[config.mk]
export PLATFORM = sky130hd
export DESIGN_NAME = rbm_frame_driver
export DESIGN_NICKNAME = d
export VERILOG_FILES = /design/src/rtl/rbm_frame_driver.sv
export SDC_FILE = /design/constraint.sdc
export NUM_CORES = 1
export LEC_CHECK = 0
export ABC_CLOCK_PERIOD_IN_PS = 4500
export CAP_MARGIN = 20
export CORE_MARGIN = 3
export CORE_UTILIZATION = 25
export DETAILED_ROUTE_END_ITERATION = 16
export SKIP_LAST_GASP = 1
export SLEW_MARGIN = 10
export SYNTH_ARGS = -nofsm -noshare
export SYNTH_HDL_FRONTEND = slang
export SYNTH_SLANG_ARGS = --single-unit
[constraint.sdc]
create_clock -name clock -period 4.5 [get_ports clock]
set_clock_uncertainty 0.05 [all_clocks]
set_input_delay 0.675 -clock clock [delete_from_list [all_inputs] [get_ports clock]]
set_output_delay 0.675 -clock clock [all_outputs]
set_load 0.02 [all_outputs]
[src/rtl/rbm_frame_driver.sv]
// rbm_frame_driver
// Host-side sequencer for the RBM top level. Collects one input frame of
// input_dim words from a valid/ready stream into the flat InputDataPort,
// pulses the RBM reset, holds data_valid until a fresh rising edge of
// finish, captures OutputDataPort and streams the result words back out.
//
// Ports
//   clock, reset          rising-edge clock, async active-low reset
//   in_data/in_valid/in_ready      input word stream (accepted in LOAD)
//   rbm_reset, data_valid          control toward Main
//   InputDataPort                  packed frame, word i at [i*bitlength +: bitlength]
//   OutputDataPort, finish         packed result and completion level from Main
//   out_data/out_valid/out_ready/out_last   result word stream
//   busy                           high in any state other than LOAD
//   err                            sticky timeout flag, cleared only by reset
//
// state  | meaning
// -------+---------------------------------------------------------------
// LOAD   | accept input words into the frame buffer
// RST    | hold rbm_reset high for rst_cycles cycles
// GAP    | single quiet cycle between RBM reset and data_valid
// RUN    | data_valid high, wait for a new finish edge or timeout
// UNLOAD | stream the captured result words out
module rbm_frame_driver #(
  parameter int bitlength      = 12,
  parameter int input_dim      = 15,
  parameter int output_dim     = 2,
  parameter int rst_cycles     = 2,
  parameter int timeout_cycles = 4096
) (
  input  logic                              clock,
  input  logic                              reset,
  input  logic [bitlength-1:0]              in_data,
  input  logic                              in_valid,
  output logic                              in_ready,
  output logic                              rbm_reset,
  output logic                              data_valid,
  output logic [input_dim*bitlength-1:0]    InputDataPort,
  input  logic [output_dim*bitlength-1:0]   OutputDataPort,
  input  logic                              finish,
  output logic [bitlength-1:0]              out_data,
  output logic                              out_valid,
  input  logic                              out_ready,
  output logic                              out_last,
  output logic                              busy,
  output logic                              err
);

  localparam int WW = (input_dim > 1)      ? $clog2(input_dim)      : 1;
  localparam int RW = (rst_cycles > 1)     ? $clog2(rst_cycles)     : 1;
  localparam int TW = (timeout_cycles > 1) ? $clog2(timeout_cycles) : 1;
  localparam int OW = (output_dim > 1)     ? $clog2(output_dim)     : 1;

  localparam logic [WW-1:0] W_LAST = WW'(input_dim - 1);
  localparam logic [RW-1:0] R_LOAD = RW'(rst_cycles - 1);
  localparam logic [TW-1:0] T_LAST = TW'(timeout_cycles - 1);
  localparam logic [OW-1:0] O_LAST = OW'(output_dim - 1);

  typedef enum logic [2:0] {
    S_LOAD,
    S_RST,
    S_GAP,
    S_RUN,
    S_UNLOAD
  } state_t;

  state_t state, next_state;

  logic [WW-1:0] wcnt;
  logic [RW-1:0] rcnt;
  logic [TW-1:0] tcnt;
  logic [OW-1:0] ocnt;
  logic          finish_q;

  logic [input_dim*bitlength-1:0]  fbuf;
  logic [output_dim*bitlength-1:0] rbuf;

  logic accept;
  logic capture;
  logic timeout;

  always_ff @(posedge clock or negedge reset) begin
    if (!reset) begin
      state <= S_LOAD;
    end else begin
      state <= next_state;
    end
  end

  always_comb begin
    next_state = state;
    accept     = 1'b0;
    capture    = 1'b0;
    timeout    = 1'b0;
    in_ready   = 1'b0;
    rbm_reset  = 1'b0;
    data_valid = 1'b0;
    out_valid  = 1'b0;
    out_last   = 1'b0;
    out_data   = '0;
    busy       = 1'b1;
    case (state)
      S_LOAD: begin
        // in_ready follows the async reset so it reads 0 while reset is held
        in_ready = reset;
        busy     = 1'b0;
        if (in_valid) begin
          accept = 1'b1;
          if (wcnt == W_LAST) next_state = S_RST;
        end
      end
      S_RST: begin
        rbm_reset = 1'b1;
        if (rcnt == '0) next_state = S_GAP;
      end
      S_GAP: begin
        next_state = S_RUN;
      end
      S_RUN: begin
        data_valid = 1'b1;
        // A finish level carried into RUN leaves finish_q high, so only a
        // new rising edge can capture. Capture wins over a same-cycle timeout.
        if (finish && !finish_q) begin
          capture    = 1'b1;
          next_state = S_UNLOAD;
        end else if (tcnt == T_LAST) begin
          timeout    = 1'b1;
          next_state = S_LOAD;
        end
      end
      S_UNLOAD: begin
        out_valid = 1'b1;
        out_data  = rbuf[ocnt*bitlength +: bitlength];
        out_last  = (ocnt == O_LAST);
        if (out_ready && (ocnt == O_LAST)) next_state = S_LOAD;
      end
      default: begin
        next_state = S_LOAD;
      end
    endcase
  end

  always_ff @(posedge clock or negedge reset) begin
    if (!reset) begin
      wcnt     <= '0;
      rcnt     <= '0;
      tcnt     <= '0;
      ocnt     <= '0;
      finish_q <= 1'b0;
      fbuf     <= '0;
      rbuf     <= '0;
      err      <= 1'b0;
    end else begin
      finish_q <= finish;

      if (accept) begin
        fbuf[wcnt*bitlength +: bitlength] <= in_data;
        if (wcnt == W_LAST) begin
          wcnt <= '0;
          rcnt <= R_LOAD;
        end else begin
          wcnt <= wcnt + 1'b1;
        end
      end

      // rcnt counts down to its terminal value of zero
      if (state == S_RST && rcnt != '0) rcnt <= rcnt - 1'b1;

      if (state == S_GAP) tcnt <= '0;
      if (state == S_RUN && !capture && !timeout) tcnt <= tcnt + 1'b1;

      if (capture) rbuf <= OutputDataPort;
      if (timeout) err <= 1'b1;

      if (state == S_UNLOAD && out_ready) begin
        if (ocnt == O_LAST) ocnt <= '0;
        else                ocnt <= ocnt + 1'b1;
      end
    end
  end

  assign InputDataPort = fbuf;

endmodule

# Yosys cells after proc, flatten, opt, wreduce, memory -nomap -nowiden
# Index checks and enable logic that the tools add are counted.
[word_totals]
regBits = 227
latchBits = 0
mem_bits_rw = 0
mem_bits_ro = 0
input_bits = 41
output_inout_bits = 199
elab_cells = 74
mem_count = 0
[op_classes]
addsub = 5
mul = 2
div = 0
n_lt_le_gt_ge = 0
n_eq_ne = 11
n_shift = 3
n_mux = 29
bitwise = 0
reduce_logical = 15
[op_table]
columns = ["cell", "n"]
rows = [
  ["$bwmux 180", 1],
  ["$shift 12x34->180 const A", 1],
  ["$shiftx 12x34->180", 1],
  ["$mux 12", 3],
  ["$neg 8->34", 1],
  ["$shiftx 24x6->12", 1],
  ["$mux 3", 6],
  ["$mux 1", 17],
  ["$pmux 3 s5", 1],
  ["$add 12x1->12 const B", 1],
  ["$eq 12x12->1 const B", 1],
  ["$ne 2x2->1 const B", 4],
  ["$eq 3x2->1 const B", 2],
  ["$logic_and 1x1->1", 6],
  ["$mul 4x2->6 const B", 1],
  ["$reduce_bool 2->1", 3],
  ["$reduce_and 5->1", 1],
  ["$add 4x1->4 const B", 1],
  ["$eq 4x4->1 const B", 1],
  ["$mux 4", 1],
  ["$eq 3x1->1 const B", 1],
  ["$eq 3x3->1 const B", 1],
  ["$logic_not 1->1", 3],
  ["$logic_not 3->1", 1],
  ["5 further kinds", 5],
]

# Depth between registers and ports, before layout
# Gate-level depths: netlist of the first run.
[depth]
ltp_word = 8
ltp_mapped = 17
ltp_nobuf = 12

# Least setup slack after synthesis of the first run
# No wires, ideal clock.
[synth_path]
path_kind = "reg-to-reg"
startpoint = "reg wcnt[0]"
endpoint = "reg fbuf[176] (netlist: InputDataPort[176])"
setup_ns = 0.125
arrival_time_ns = 3.645
path_slack_ns = 0.680
path_stages_with_launch = 15
synth_period_minus_slack_ns = 3.820
cell_sequence = "dfrtp_1 > buf_2 > buf_1 > inv_1 > clkbuf_1 > ha_1 > buf_2 > nor3b_2 > nand2_1 > nor2_1 > ha_1 > clkbuf_1 > nor3_4 > or3b_4 > mux2_4"
[synth_between]
elab_chain_len = 4
elab_cells_between_ends = 5
[synth_rtl]
columns = ["item", "line_no", "source"]
rows = [
  ["start: declaration", "69", "logic [WW-1:0] wcnt;"],
  ["start signal: assignment", "162", "wcnt <= wcnt + 1'b1;"],
  ["$mul 4x2->6 *", "157", "fbuf[wcnt*bitlength +: bitlength] <= in_data;"],
  ["$neg 8->34 *", "157", ""],
  ["$shiftx 12x34->180 / $shift 12x34->180 (equally long branches)", "157", ""],
  ["$bwmux 180 *", "157", ""],
  ["end signal: indexed assignment", "157", ""],
  ["end: declaration", "75", "logic [input_dim*bitlength-1:0] fbuf;"],
]
# Every way passes the cells marked *; elsewhere a longest branch is shown, timed or not.
# A chain may end at the register's enable or synchronous reset.

# Worst setup path in the final report of the first run
[layout_path]
startpoint = "reg wcnt[3]"
endpoint = "reg fbuf[90] (netlist: InputDataPort[90])"
# Same word-level chain as after synthesis.

==> results of run 1 <==
[through the flow]
stage	utilization	total power, mW	setup WS [ns]	hold slack (ns)	area (um^2)
4_1_cts	0.349	13.2	0.555	0.430	15100
3_3_place_gp	0.329	11.0	0.668	0.414	14300
6_report	0.349	13.2	0.547	0.421	15100
3_5_place_dp	0.329	11.1	0.580	0.415	14300
5_1_grt	0.349	14.0	0.160	0.448	15100
2_1_floorplan	-	7.73	0.680	0.329	11100
[cell families after synthesis]
family / share of synthesized area
flip-flops: 0.513
multiplexers: 0.215
adder cells (fa/ha/maj): 0.0109
AO/OA/AOI/OAI: 0.0962
AND/OR/NAND/NOR: 0.133
XOR/XNOR: 0.00791
buffers and inverters: 0.0239
[flip-flops by register name, summed over array words and instances, names as in the netlist]
name,cells
err,1
wcnt,4
InputDataPort,180
state,3
tcnt,12
rbuf,24
finish_q,1
rcnt,1
ocnt,1
[routing by layer]
| metal | wire [um] | up-vias | part of all wire | track usage |
|---|---|---|---|---|
| met4 | 957 | 2 | 0.026 | 0.0473 |
| met5 | 7 | - | 0.00019 | 0 |
| met1 | 15400 | 4466 | 0.42 | 0.200 |
| met3 | 2850 | 71 | 0.077 | 0.0387 |
| li1 | - | 4084 | - | - |
| met2 | 17800 | 334 | 0.48 | 0.253 |
[worst reg2reg max path: cells and delay by family (launching register included)]
family / cells / cell delay, ns
flip-flops: 1 / 0.54
buffers and inverters: 1 / 0.17
multiplexers: 1 / 0.40
AND/OR/NAND/NOR: 5 / 1.29
AO/OA/AOI/OAI: 2 / 0.54
adder cells (fa/ha/maj): 2 / 0.83
[power breakdown]
part           switching (mW)  total [mW]  internal (mW)
clock network           0.875        2.10           1.22
logic                    5.03        7.94           2.91
registers               0.472        3.17           2.70
total                    6.38        13.2           6.83
[layout make-up]
class                      instances  share of cell area
antenna                            1            0.000165
clock buffer                      38              0.0500
clock inverter                    10             0.00562
inverter                          17             0.00421
multi-input combinational        695               0.341
sequential                       227               0.375
tap                              585              0.0483
timing repair buffer             272               0.176
[layout by cell type (no fill, tap or decap), drive strengths merged, types with 11 or more instances in the layout]
| cell type | synthesis | routed |
|---|---|---|
| clkdlybuf4s50 | 0 | 238 |
| nor3 | 19 | 19 |
| clkbuf | 35 | 38 |
| a21oi | 30 | 30 |
| nand2 | 83 | 83 |
| nand3 | 41 | 41 |
| o22ai | 13 | 13 |
| mux2 | 175 | 175 |
| inv | 17 | 18 |
| a22o | 13 | 13 |
| mux2i | 39 | 39 |
| nor2 | 79 | 79 |
| dfrtp | 227 | 227 |
| buf | 15 | 33 |
| o31ai | 11 | 11 |
| o21ai | 49 | 49 |
[repair_timing]
item / CTS / global route
endpoints found under the setup margin: 0 / 0
hold endpoints to repair: 25 / 0
hold buffers: 1 / 0
[worst min path at each step]
| stage | from | endpoint | slack [ns] | cells after the start |
|---|---|---|---|---|
| 5_1_grt | InputDataPort[64]$_DFFE_PN0P_ | InputDataPort[64]$_DFFE_PN0P_ | 0.45 | 2 |
| 4_1_cts | err$_DFFE_PN0P_ | err$_DFFE_PN0P_ | 0.43 | 1 |
| 3_5_place_dp | err$_DFFE_PN0P_ | err$_DFFE_PN0P_ | 0.42 | 1 |
| 3_3_place_gp | err$_DFFE_PN0P_ | err$_DFFE_PN0P_ | 0.41 | 1 |
| 6_report | err$_DFFE_PN0P_ | err$_DFFE_PN0P_ | 0.42 | 1 |
| 2_1_floorplan | reset | InputDataPort[0]$_DFFE_PN0P_ | 0.33 | 0 |
==> results.yml, run 1 <==
timing:
  timing.fmax_mhz: 253
  slew_violations: 0
  finalHoldViolations: 0
  worst_pin_slew_ns: 1.04
  rsz0062_at_grt: "false"
  finalSetupTns_ns: 0
  max-slew-margin-rel: 0.309
  fin_crit_ns: 3.95
  finalCritPeriodShare: 0.878
  finalSetupViolCount: 0
placement:
  io_buffers: 239
  placed_cells: 1795
  gp_congestion: 0.878
  hpwl_mm: 27.7
floorplanning:
  ios: 240
  die_w_um: 216
  dieArea_um2: 46800
  start_util: 0.255
  num_rows: 76
  core-area_um2: 43400
  die_h_um: 216
route:
  firstDrtPassIters: 5
  post_drt_wl_per_cell_um: 20.1
  via_count: 8957
  first_iter_violations: 749
  postRouteAntennaNets: 0
  viasPerCell: 4.85
  drcViolationCount: 0
  wirelength_mm: 37.1
worst_hold_path:
  hold_path_class: "register to register"
global_routing:
  grt_usage: 0.154
  grt_pass1_wl_mm: 56.3
  grt_pass1_vias: 9137
  antenna_found_initial: 2
  grt_max_degree: 177
  grt-ovfl-total: 0
worst_setup_path:
  rr_startpoint: "wcnt[3]$_DFFE_PN0P_"
  cpMaxStageDelayCell: "nor4_2"
  endpoint: "InputDataPort[90]$_DFFE_PN0P_"
  reg2reg_slack_ns: 0.55
  crit_type: "register to register"
  cp-startpoint: "wcnt[3]$_DFFE_PN0P_"
  required_ns: 4.88
  path_buf_inv: 1
  crit_path_end_kind: "register"
  path_cells: "ha_1, nand2b_1, a21o_1, and2_1, nor2_1, ha_1, inv_1, nor2_1, o21ai_2, nor4_2, mux2_2"
  worstPathMaxFanout: 14
  reg2regPathDepth: 11
  critPathTopFamily: "simple AND/OR/NAND/NOR gates"
  r2r_end: "InputDataPort[90]$_DFFE_PN0P_"
  worstSetupPathDepth: 11
  start_kind: "register"
  slowest_delay_ns: 0.56
  worstPathArrival_ns: 4.33
logic_synthesis:
  ys_top_cells_by_area: "dfrtp_1 51%, mux2_2 17%, mux2i_1 3.5%"
  synth-edff-count: 0
  ys_seq_elements: 227
  netlist_area_um2: 11100
  yosys.area.top_type_share: 0.513
  syn_area_per_cell_um2: 11.2
  yosys_warnings: 0
  yosys.area.top_type: "dfrtp_1"
  yosysMostFrequentCell: "dfrtp_1"
  ys_seq_area_frac: 0.513
  yosys-top-cells-count: "227 x dfrtp_1, 171 x mux2_2, 83 x nand2_1"
  ys_types: 59
  yosys_most_used_dff: "dfrtp_1"
  syn_inst: 989
  async_reset_ff_frac: 1.00
  synth_fp_nets: 1039
clock_tree:
  root_buffer: "clkbuf_16"
  clk_pin_slew_ns: 0.06
  h-tree-depth: 1
  cts_tree: "built"
  cts_buffer_depth: 3
  clkLatencyLatePin_ns: 0.56
  cts_buffers: 27
  clkSinkCount: 227
  post-cts-setup-buffers: 0
  cts_resized: 0
final_layout:
  areaGrowthSynthToFinish_pct: 36.8
  final_cells: 1845
  fillers: 4420
  ff_latch_area_um2: 5680
  fin_nets: 1290
  multi_input_comb_area_um2: 5160
  drive_gt1_frac: 0.216
pwr:
  ir_drop_v: 0.000602
  p_leak_nw: 6.62
  power_density_nw_per_um2: 872
outcome:
  status: "finished, final reports clean"
job:
  cap_violations: 0
Note: power is estimated with default switching activity, not from simulation.
==> run 2: changes to the inputs <==
--- a/config.mk
+++ b/config.mk
@@ -10,7 +10,6 @@
 export CORE_MARGIN = 3
 export CORE_UTILIZATION = 25
 export DETAILED_ROUTE_END_ITERATION = 16
-export SKIP_LAST_GASP = 1
 export SLEW_MARGIN = 10
 export SYNTH_ARGS = -nofsm -noshare
 export SYNTH_HDL_FRONTEND = slang
==> results of run 2 <==
Final layout, timing and power as in run 1 (identical DEF).
==> run 3: changes to the inputs <==
--- a/config.mk
+++ b/config.mk
@@ -8,8 +8,9 @@
 export ABC_CLOCK_PERIOD_IN_PS = 4500
 export CAP_MARGIN = 20
 export CORE_MARGIN = 3
-export CORE_UTILIZATION = 25
+export CORE_UTILIZATION = 45
 export DETAILED_ROUTE_END_ITERATION = 16
+export PLACE_DENSITY = 0.72
 export SLEW_MARGIN = 10
 export SYNTH_ARGS = -nofsm -noshare
 export SYNTH_HDL_FRONTEND = slang
==> run 3 against run 2 <==
  * Flip-flop and latch count unchanged
  * Routed wire length fell by 14%
  * Highest routed layer is now met4
  * Worst setup slack worse by 0.069 ns
==> results.yml, run 3 (same netlist as run 1, synthesis figures left out) <==
outcome:
  status: "finished, final reports clean"
route:
  wirelength_mm: 32.0
  first_iter_violations: 708
  drcViolationCount: 0
  postRouteAntennaNets: 0
  via_count: 8829
  met1_length_mm: 13.3
  firstDrtPassIters: 6
  routed-wl-met2_mm: 14.8
  routed.top_layer: "met4"
  viasPerCell: 5.64
  wl_met3_mm: 3.09
  post_drt_wl_per_cell_um: 20.4
placement:
  hpwl_mm: 23.5
  io_buffers: 239
  gp_congestion: 0.969
  place_area_um2: 13900
timing:
  finalSetupViolCount: 0
  rsz0062_at_grt: "false"
  whs_ns: 0.125
  fin_crit_ns: 4.02
  max-slew-margin-rel: 0.402
  finalCritPeriodShare: 0.894
  worst_pin_slew_ns: 0.896
  finalHoldViolations: 0
  timing.fmax_mhz: 249
  slew_violations: 0
  finalSetupTns_ns: 0
floorplanning:
  ios: 240
  die_h_um: 163
  dieArea_um2: 26500
  start_util: 0.465
  core-area_um2: 23800
  num_rows: 56
  die_w_um: 163
final_layout:
  final_area_um2: 14600
  fin_nets: 1281
  largest_reg_flops: 180
  layout_commonest_cell: "clkdlybuf4s50_1"
  final_cell_mix: "238 x clkdlybuf4s50_1, 227 x dfrtp_1, 171 x mux2_2"
  diodes: 0
  drive_gt1_frac: 0.204
  areaGrowthSynthToFinish_pct: 32.0
worst_setup_path:
  start_kind: "register"
  crit_path_end_kind: "register"
  reg2regPathDepth: 12
  crit_type: "register to register"
  rr_startpoint: "wcnt[3]$_DFFE_PN0P_"
  reg2reg_slack_ns: 0.48
  required_ns: 4.86
  r2r_end: "InputDataPort[10]$_DFFE_PN0P_"
  worstPathArrival_ns: 4.38
  worstPathMaxFanout: 12
clock_tree:
  cts_hold_buf: 0
  cts_buffers: 25
  post-cts-setup-buffers: 0
  cts_buffer_depth: 3
  cts_tree: "built"
  clk_pin_slew_ns: 0.06
  root_buffer: "clkbuf_16"
  clkLatencyLatePin_ns: 0.51
  h-tree-depth: 1
  clkSinkCount: 227
  cts_resized: 0
pwr:
  power.internal_mw: 6.65
  power_frac_clock: 0.148
  netSwitchingPower_mw: 6.08
  p_comb_frac: 0.606
  p_leak_nw: 6.51
  power_density_nw_per_um2: 871
  switching_share: 0.478
  ir_drop_v: 0.000553
  seqPwrFrac: 0.246
global_routing:
  grt_pass1_vias: 8940
  antenna_found_initial: 0
  grt_max_degree: 93
  grt-ovfl-total: 0
  grt_pass1_wl_mm: 49.7
  grt_usage: 0.236
worst_hold_path:
  hold_path_class: "primary input to async pin"
job:
  cap_violations: 0
-- run 3: how the worst max path moves through the flow --
stage / startpoint / endpoint / cells after the start
finish: wcnt[3]$_DFFE_PN0P_ / InputDataPort[10]$_DFFE_PN0P_ / 12
global route: wcnt[3]$_DFFE_PN0P_ / InputDataPort[9]$_DFFE_PN0P_ / 12
CTS: wcnt[3]$_DFFE_PN0P_ / InputDataPort[10]$_DFFE_PN0P_ / 12
detailed placement: wcnt[3]$_DFFE_PN0P_ / InputDataPort[10]$_DFFE_PN0P_ / 12
global placement: wcnt[3]$_DFFE_PN0P_ / InputDataPort[11]$_DFFE_PN0P_ / 12
floorplan: wcnt[0]$_DFFE_PN0P_ / InputDataPort[176]$_DFFE_PN0P_ / 14
-- run 3: through the flow --
stage          utilization  cells  setup slack (ns)  total power, mW
6_report             0.614   1566             0.478             12.7
2_1_floorplan            -    989             0.680             7.73
3_3_place_gp         0.582   1521             0.612             10.6
3_5_place_dp         0.582   1522             0.506             10.7
5_1_grt              0.614   1566             0.208             13.5
4_1_cts              0.613   1565             0.503             12.7
-- run 3: critical path: stages (launching register included) --
cell	delay, ns
dfrtp_1	0.55
ha_1	0.38
nand2b_1	0.24
a21o_1	0.28
and2_1	0.21
nor2_1	0.06
ha_1	0.45
buf_4	0.21
nor2_1	0.05
and4_1	0.28
and4_1	0.34
a31oi_1	0.43
mux2_2	0.40
-- run 3: routing by layer --
metal / track usage / up-vias
met4: 0.0723 / 0
li1: - / 4052
met3: 0.0732 / 72
met2: 0.378 / 412
met5: 0 / -
met1: 0.309 / 4293
-- run 3: area by class of cell --
type	count	area (um^2)
Clock buffer	39	688
Multi-Input combinational cell	695	5140
Timing Repair Buffer	265	2590
Clock inverter	4	51.3
Fill cell	2006	9210
Inverter	17	63.8
Tap cell	319	399
Sequential cell	227	5680
-- run 3: power by group through the flow --
stage | logic (mW) | registers, mW | clock network, mW
global route | 8.24 | 3.22 | 2.02
floorplan | 4.08 | 3.64 | 0
CTS | 7.60 | 3.13 | 1.93
global placement | 7.47 | 3.14 | 0
detailed placement | 7.56 | 3.16 | 0
finish | 7.71 | 3.13 | 1.88
==> patch, RTL diff (flow settings as in run 3) <==
Encoding of `state_t`: now one-hot (5 bits for 5 states).
--- a/src/rtl/rbm_frame_driver.sv
+++ b/src/rtl/rbm_frame_driver.sv
@@ -57,10 +57,10 @@
   localparam logic [OW-1:0] O_LAST = OW'(output_dim - 1);
 
-  typedef enum logic [2:0] {
-    S_LOAD,
-    S_RST,
-    S_GAP,
-    S_RUN,
-    S_UNLOAD
+  typedef enum logic [4:0] {
+    S_LOAD   = 5'b00001,
+    S_RST    = 5'b00010,
+    S_GAP    = 5'b00100,
+    S_RUN    = 5'b01000,
+    S_UNLOAD = 5'b10000
   } state_t;
 
Check against the original RTL: same outputs for any inputs over 4 cycles, from zero or initial values and one cycle with reset low; so few cycles prove little.
==> patch against run 3 <==
Combinational power shrank 18%; routed wire length shrank 1.9%; worst hold slack better by 290 ps; fmax shrank 3.7%; sequential cell count increased by 2; design area down 0.43%; area after synthesis decreased by 1.5%; utilization up 0.28 points; setup slack got worse by 150 ps; clock power rose by 7%; total power down 10%; critical endpoint is now InputDataPort[137]$_DFFE_PN0P_; largest cell class unchanged.
==> patch: results (changes against run 3) <==
Status
  – Status: finished, final reports clean

Global routing
  – First-pass GRT wire length: 49500 um (-0.46%)
  – Largest net degree at the start of global routing: 82 (-12%)
  – Routing usage on met3: 0.0632 (-0.0100)
  – Met1 Use GR: 0.336 (+0.0269)
  – GRT Total Usage: 0.236 (about the same)
  – Met2 Resource Use GR: 0.366 (-0.0119)
  – Vias in the first global route: 8692 (-2.8%)

CTS
  – Post-CTS setup buffer count: 0 (unchanged)
  – Clock latency on the worst-skew pair: 520 ps
  – Post-CTS Hold Buffers: 1 (+1)
  – Clock Tree Buf Depth: 3 (unchanged)
  – Worst-path clk slew: 60 ps (about the same)
  – Clock root cell: clkbuf_16

Min path
  – Hold_sp: err$_DFFE_PN0P_
  – Hold crit path type: reg -> reg

Routing
  – Overall routed net length: 31400 um (-1.9%)
  – Drt pass-1 iters: 7 (+1)
  – Vias per inst: 5.55 (-1.6%)
  – Wire length on met3: 2980 um (-3.7%)
  – WL met1: 13700 um (+3.4%)
  – Met2 wire len: 14000 um (-5.3%)
  – Initial drt markers: 668 (-5.6%)
  – DR WL/cell: 20.2 um (-0.94%)

Final layout
  – Final Util: 0.616 (+0.00281)
  – Number of diodes: 0 (unchanged)
  – Final Net Count: 1264 (-1.3%)
  – # fillers: 1937 (-3.4%)
  – Share of layout cells above drive strength 1: 0.212 (+0.00816)

Worst setup path
  – Worst r2r dst: InputDataPort[137]$_DFFE_PN0P_
  – Slowest cell on crit path: a2111oi_0
  – Worst r2r src: wcnt[0]$_DFFE_PN0P_
  – CP arrival: 4530 ps (+150 ps)
  – Delay-heaviest family, CP: compound AO/OA/AOI/OAI gates
  – Startpoint types: flip-flop
  – Max FO, Critical Path: 44 (+32)
  – R2R depth: 10 (-2)
  – Crit path largest cell delay: 1080 ps (+530 ps)

STA
  – Final Worst Setup Slack: 323 ps (-154 ps)
  – Setup_tns: 0 ps (unchanged)
  – WHS: 413 ps (+289 ps)
  – Worst rel slew slack: 0.172 (-0.230)

Synthesis
  – Synthesized net count: 1015 (-2.3%)
  – Synth top area cells: dfrtp_1 (52%), mux2_2 (19%), nand2_1 (3.5%)
  – Post-synthesis sequential area ratio: 0.526 (+0.0125)
  – Syn Inst Count: 965 (-2.4%)
  – Synth async-reset ratio: 1.00 (unchanged)
  – Commonest cells post-synth: dfrtp_1 (228), mux2_2 (180), nand2_1 (102), nor2_1 (69), o21ai_0 (39)
  – Netlist cell types: 69 (+17%)

Power
  – Leak: 6.62 nW (+1.7%)
  – Max IR drop VDD: 456 uV (-18%)

Place
  – RePlAce Congestion: 0.949 (-2.1%)
  – Placed instance area: 0.0137 mm2 (-1.2%)
  – Inst Count DP: 1502 (-1.3%)
  – Detailed-placement wirelength estimate: 22900 um (-2.6%)
  – Pre-CTS WS: 445 ps (-61.9 ps)
## patch: cell types whose count changed after synthesis, sizes merged, moves of 6 or more
cell	run 3	this run
o22ai	13	25
inv	17	29
nor2b	4	10
mux2i	39	24
o21ai	49	42
mux2	175	182
or4	0	6
nand3	41	32
nor2	79	69
a31oi	10	4
nand2	83	103
a22o	13	0
## patch: kinds of logic after synthesis
logic type	share of synthesized area
simple gates	0.130
flops	0.526
mux	0.211
compound gates	0.0832
buf+inv	0.0258
xor+xnor	0.0141
fa+ha+maj	0.0110
## patch: layout make-up
class,instances,share of cell area
flip-flops and latches,229,0.394
multi-input cells,663,0.337
repair buffers,266,0.180
clock buffers,38,0.0491
well taps,319,0.0274
inverters,29,0.00748
clock inverters,7,0.00610
## patch: where the power goes
group / total [mW] / switching [mW] / leakage [nW] / internal [mW]
clock network: 2.01 / 0.805 / 0.396 / 1.21
registers: 3.03 / 0.375 / 3.10 / 2.65
logic: 6.36 / 4.05 / 3.12 / 2.31
total: 11.4 / 5.23 / 6.62 / 6.17
